===== src/rtl/cond_status_unit.sv =====
`default_nettype none
// ============================================================================
// Module      : cond_status_unit
// Description : NZCV status register and ARM condition evaluator with a
//               registered, valid/ready-handshaked pass/squash verdict.
// Revision    : 1.0
// ============================================================================
module cond_status_unit #(
   parameter logic       BYPASS      = 1'b1,
   parameter int         TAG_W       = 5,
   parameter logic [3:0] RESET_FLAGS = 4'b0000
) (
   input  logic             clk,
   input  logic             reset_n,
   input  logic             flag_we,
   input  logic [3:0]       alu_flags,
   input  logic             msr_we,
   input  logic [3:0]       msr_data,
   input  logic             flag_busy,
   input  logic             cond_valid,
   input  logic [3:0]       cond,
   input  logic [TAG_W-1:0] cond_tag,
   output logic             cond_ready,
   output logic             out_valid,
   output logic             out_pass,
   output logic [TAG_W-1:0] out_tag,
   input  logic             out_ready,
   output logic [3:0]       flags,
   output logic             carry_out
);

   logic [3:0]       r_flags;
   logic             r_valid;
   logic             r_pass;
   logic [TAG_W-1:0] r_tag;

   logic [3:0]       w_eval;
   logic             w_n, w_z, w_c, w_v;
   logic             w_pass;
   logic             w_no_stall;
   logic             w_hazard;
   logic             w_accept;

   // Only an ALU write can be forwarded; an MSR load always waits for the register.
   assign w_eval = (flag_we && BYPASS) ? alu_flags : r_flags;
   assign {w_n, w_z, w_c, w_v} = w_eval;

   always_comb begin
      w_pass = 1'b0;
      case (cond)
         4'b0000: w_pass = w_z;
         4'b0001: w_pass = !w_z;
         4'b0010: w_pass = w_c;
         4'b0011: w_pass = !w_c;
         4'b0100: w_pass = w_n;
         4'b0101: w_pass = !w_n;
         4'b0110: w_pass = w_v;
         4'b0111: w_pass = !w_v;
         4'b1000: w_pass = w_c && !w_z;
         4'b1001: w_pass = !w_c || w_z;
         4'b1010: w_pass = (w_n == w_v);
         4'b1011: w_pass = (w_n != w_v);
         4'b1100: w_pass = !w_z && (w_n == w_v);
         4'b1101: w_pass = w_z || (w_n != w_v);
         4'b1110: w_pass = 1'b1;
         default: w_pass = 1'b0;
      endcase
   end

   // AL and the reserved encoding do not read the flags, so they never stall.
   assign w_no_stall = (cond[3:1] == 3'b111);
   assign w_hazard   = !w_no_stall &&
                       ((flag_busy && !flag_we) || (flag_we && !BYPASS) || msr_we);

   assign cond_ready = (!r_valid || out_ready) && !w_hazard;
   assign w_accept   = cond_valid && cond_ready;

   always_ff @(posedge clk or negedge reset_n) begin
      if (!reset_n) begin
         r_valid <= 1'b0;
         r_pass  <= 1'b0;
         r_tag   <= '0;
      end else if (w_accept) begin
         r_valid <= 1'b1;
         r_pass  <= w_pass;
         r_tag   <= cond_tag;
      end else if (out_ready) begin
         r_valid <= 1'b0;
      end
   end

   always_ff @(posedge clk or negedge reset_n) begin
      if (!reset_n) begin
         r_flags <= RESET_FLAGS;
      end else if (flag_we) begin
         r_flags <= alu_flags;
      end else if (msr_we) begin
         r_flags <= msr_data;
      end
   end

   assign out_valid = r_valid;
   assign out_pass  = r_pass;
   assign out_tag   = r_tag;
   assign flags     = r_flags;
   assign carry_out = r_flags[1];

endmodule
`default_nettype wire

===== config.mk =====
export PLATFORM = sky130hd
export DESIGN_NAME = cond_status_unit
export DESIGN_NICKNAME = d
export VERILOG_FILES = /design/src/rtl/cond_status_unit.sv
export SDC_FILE = /design/constraint.sdc
export NUM_CORES = 1
export LEC_CHECK = 0
export CAP_MARGIN = 0
export CORE_MARGIN = 2
export CORE_UTILIZATION = 42
export CTS_BUF_LIST = sky130_fd_sc_hd__clkbuf_16
export DETAILED_ROUTE_END_ITERATION = 8
export GPL_ROUTABILITY_DRIVEN = 1
export PLACE_DENSITY_LB_ADDON = 0.3
export SLEW_MARGIN = 20
export SYNTH_ARGS = -nofsm -noshare
export SYNTH_HDL_FRONTEND = slang
export SYNTH_SLANG_ARGS = --single-unit

===== constraint.sdc =====
create_clock -name clk -period 3.18 [get_ports clk]
set_input_delay 0.954 -clock clk [delete_from_list [all_inputs] [get_ports clk]]
set_output_delay 0.954 -clock clk [all_outputs]
set_load 0.01 [all_outputs]

After elaboration in Yosys (flattened, before gate mapping):

Index checks and enable logic that the tools add are counted.

* eq/ne operators: 17
* muxes and demuxes: 6
* reductions and logical operators: 21

Operator list (number)
* == test 4 bit (second input constant): 7
* == test 4 x 3 -> 1 bit (second input constant): 4
* case mux 1 bit (15 select lines): 1
* two-way mux 4 bit: 3
* == test 4 x 2 -> 1 bit (second input constant): 2
* logical NOT 1 bit: 8
* logical AND 1 bit: 6
* == test 4 x 1 -> 1 bit (second input constant): 1
* logical NOT 4 bit: 1
* logical OR 1 bit: 4
* nonzero test 2 bit: 2
* == test 3 bit (second input constant): 1
* two-way mux 1 bit: 2
* == test 1 bit: 1
* inequality test 1 bit: 1

* register bits: 11
* input bits: 24
* output and inout bits: 13
* word-level logic and storage cells: 48

Logic depth before layout (Yosys ltp):

* word-level depth: 8
* mapped depth: 7
* depth with buffers taken out: 5

Least setup slack after synthesis:

No wires, ideal clock.

* path kind: in2out
* start: input cond[3]
* end: output cond_ready
* arrival: 1511 ps
* required time: 2226 ps
* path slack: 715 ps
* stages: 3
* path buffers: 1
* path through: buf_2 > and3_1 > o21a_1

* cells in the longest elaborated chain, start to end: 5

Ends and longest elaborated chain
* start, declared: RTL line 21 `input logic [3:0] cond,`
* == test 3 bit: RTL line 71 `assign w_no_stall = (cond[3:1] == 3'b111);`
* logical NOT 1 bit: RTL line 72 `assign w_hazard = !w_no_stall &&`
* logical AND 1 bit: RTL line 72
* logical NOT 1 bit: RTL line 75 `assign cond_ready = (!r_valid || out_ready) && !w_hazard;`
* logical AND 1 bit: RTL line 75
* end, declared: RTL line 23 `output logic cond_ready,`

No other way between the ends.

Final worst setup path:

* start: input cond[2]
* end: output cond_ready

The elaborated chain is that of the path after synthesis.

==> out/results.ini <==
[synthesis]
netlist_area_um2 = 766
yosysSeqAreaShare_pct = 35.9
syn-num-nets = 96
postSynthCellCount = 72
synth.avg_cell_area_um2 = 10.6
synth.distinct_cells = 31
ys_ff_latch = 11
synth_warnings = 0

[power_and_ir_drop]
p_leak_nw = 0.539
comb_power_share_pct = 32.0
netSwitchingPower_mw = 0.152
p_per_area_nw_per_um2 = 470
clkPwrFrac_pct = 37.9
ir_drop_v = 0.000413
power.internal_mw = 0.450
switching_share_pct = 25.2
p_seq_share_pct = 30.0

[detailed_routing]
dr.pass1.iters = 4
final_antenna_net_count = 0
initialDrtViolationCount = 12
viasPerCell = 5.11
wl_um = 2060
drc_errors = 0
post_drt_wl_per_cell_um = 14.5
num_vias = 726

[critical_path]
crit_type = in -> out
cp-start-kind = input pin
critPathRequiredTime_ps = 2230
end_kind = output pin
worst-r2r-cell-count = 5
crit_chain = clkdlybuf4s50_1, and3_1, o21a_1, dlygate4sd2_1
slowest_delay_ps = 430
crit_fanout = 2
critPathSlowestCell = clkdlybuf4s50_1
crit_arrival_ps = 2080

[cts]
cts.sinks = 11
cts_inserted_buffers = 3
clk_pin_slew_ps = 40
cts_tree = built
cts-root-buf = clkbuf_16
htree_levels = 1
insertion_delay_ps = 240
clockBufferDepth = 2
ctsHoldBuffers = 0

[timing]
setup_viol = 0
finalClockSkew_ps = 3.13
slew_violations = 0
hold_viol = 0
timing.slew.headroom_pct = 68.9
fmax_mhz = 330
rsz0062_at_grt = false
whs_ps = 508
min_period_ps = 3030
worst_pin_slew_ps = 466
period_share_pct = 95.4
finalSetupTns_ps = 0

[placed_design]
dpl.cell_count = 138
place_hpwl_um = 1560
gp_congestion = 0.766
port_buffers = 36

[floorplan]
ios = 37
die_area_um2 = 2180
fp.coreArea_um2 = 1730
rows = 15
die_x_um = 46.7
die_height_um = 46.7
start_util_pct = 44.3

[min_path]
holdPathStages = 1
hp-class = reg -> reg

[global_routing]
grt_max_degree = 14
antenna_found_initial = 0
grt_overflow = 0
grt.total_usage_pct = 22.1
grt_pass1_wl_um = 3340
grt_pass1_vias = 761

[layout]
final_util_pct = 74.3
num_antenna_cells = 0
drive_gt1_share_pct = 22.2
area_growth_pct = 67.5
final_common_cell = clkdlybuf4s50_1
final_net_count = 142
layout.cells.non_filler = 142
final_cell_mix = clkdlybuf4s50_1, dfrtp_1, buf_4, nand2_1, mux2i_1

[run_status]
status = finished, final reports clean

[run]
drv_cap = 0

-- through the flow --
stage	instance area, um^2	setup WS (ps)	power (mW)
floorplan	766	715	0.266
global placement	1200	-133	0.369
finish	1280	146	0.602
CTS	1280	135	0.607
global route	1280	76.7	0.625
detailed placement	1200	-154	0.374
-- kinds of logic (layout without fill, tap and decap cells) --
group | Yosys count | after routing | share of synthesized area [%]
xor gates and xnor gates | 3 | 3 | 3.43
buffers and inverters | 8 | 53 | 5.56
DFF | 11 | 11 | 35.9
muxes | 16 | 16 | 25.8
and+or+nand+nor | 18 | 18 | 13.2
AOI/OAI and AO/OA | 16 | 16 | 16.0
-- state kept, by name (all words and copies together), names as in the netlist --
signal / flops
out_tag: 5
flags: 4
out_pass: 1
out_valid: 1
-- worst max-delay path: cells and delay by family --
| kind | cells | cell delay, ps |
|---|---|---|
| AND/OR/NAND/NOR | 1 | 220 |
| AO/OA/AOI/OAI | 1 | 190 |
| buffers and inverters | 2 | 710 |
-- final timing paths --
| path | from | end | slack (ps) |
|---|---|---|---|
| max | cond[2] | cond_ready | 150 |
| min | out_tag[0] | out_tag[0] | 510 |
| max reg2reg | flags[0] | out_pass | 1380 |
| min reg2reg | out_tag[0] | out_tag[0] | 510 |
| max in group asynchronous | reset_n | flags[3] | 1820 |
| min in group asynchronous | reset_n | out_tag[3] | 1040 |
-- cell usage after synthesis, drive strengths merged --
master,count,area (um^2)
nand2b,2,12.5
mux4,1,22.5
a21bo,1,10.0
a31oi,1,6.26
a2111o,1,11.3
or3,1,6.26
o211ai,3,32.5
clkbuf,2,7.51
xnor2,3,26.3
mux2i,8,92.6
mux2,7,82.6
inv,3,11.3
o21a,1,7.51
a211oi,1,7.51
nand3b,2,15.0
dfrtp,11,275
nor4b,2,17.5
and2,1,6.26
nand2,8,30.0
a21oi,2,10.0
buf,3,23.8
o32ai,1,8.76
and3,1,6.26
o31a,1,8.76
or4,1,7.51
o21ai,4,20.0
-- power by group through the flow --
stage               combinational (mW)  clock, mW  sequential [mW]
finish                           0.193      0.228            0.181
global route                     0.209      0.233            0.183
CTS                              0.195      0.230            0.181
detailed placement               0.192          0            0.181
global placement                 0.189          0            0.180
floorplan                       0.0746          0            0.191
-- per-layer routing --
layer	global-route usage, %	wire length (um)	part of all wire, %
met4	7.22	23	1.1
met3	5.49	136	6.6
met1	25.3	772	37
met5	0	0	0
met2	40.3	1130	55
-- cell type report --
type,count,area (um^2)
timing repair buffer,46,434
clock buffer,3,75.1
inverter,3,11.3
sequential,11,275
tap,25,31.3
clock inverter,1,3.75
multi-input combinational,53,452
fill,131,444
-- repair_timing --
item | in CTS | in global routing
endpoints found under the setup margin | 1 | 0
hold endpoints to repair | 0 | 0
setup buffers | 0 | 0
gates resized for setup | 2 | 0
Power figures use the tool's default switching activity.
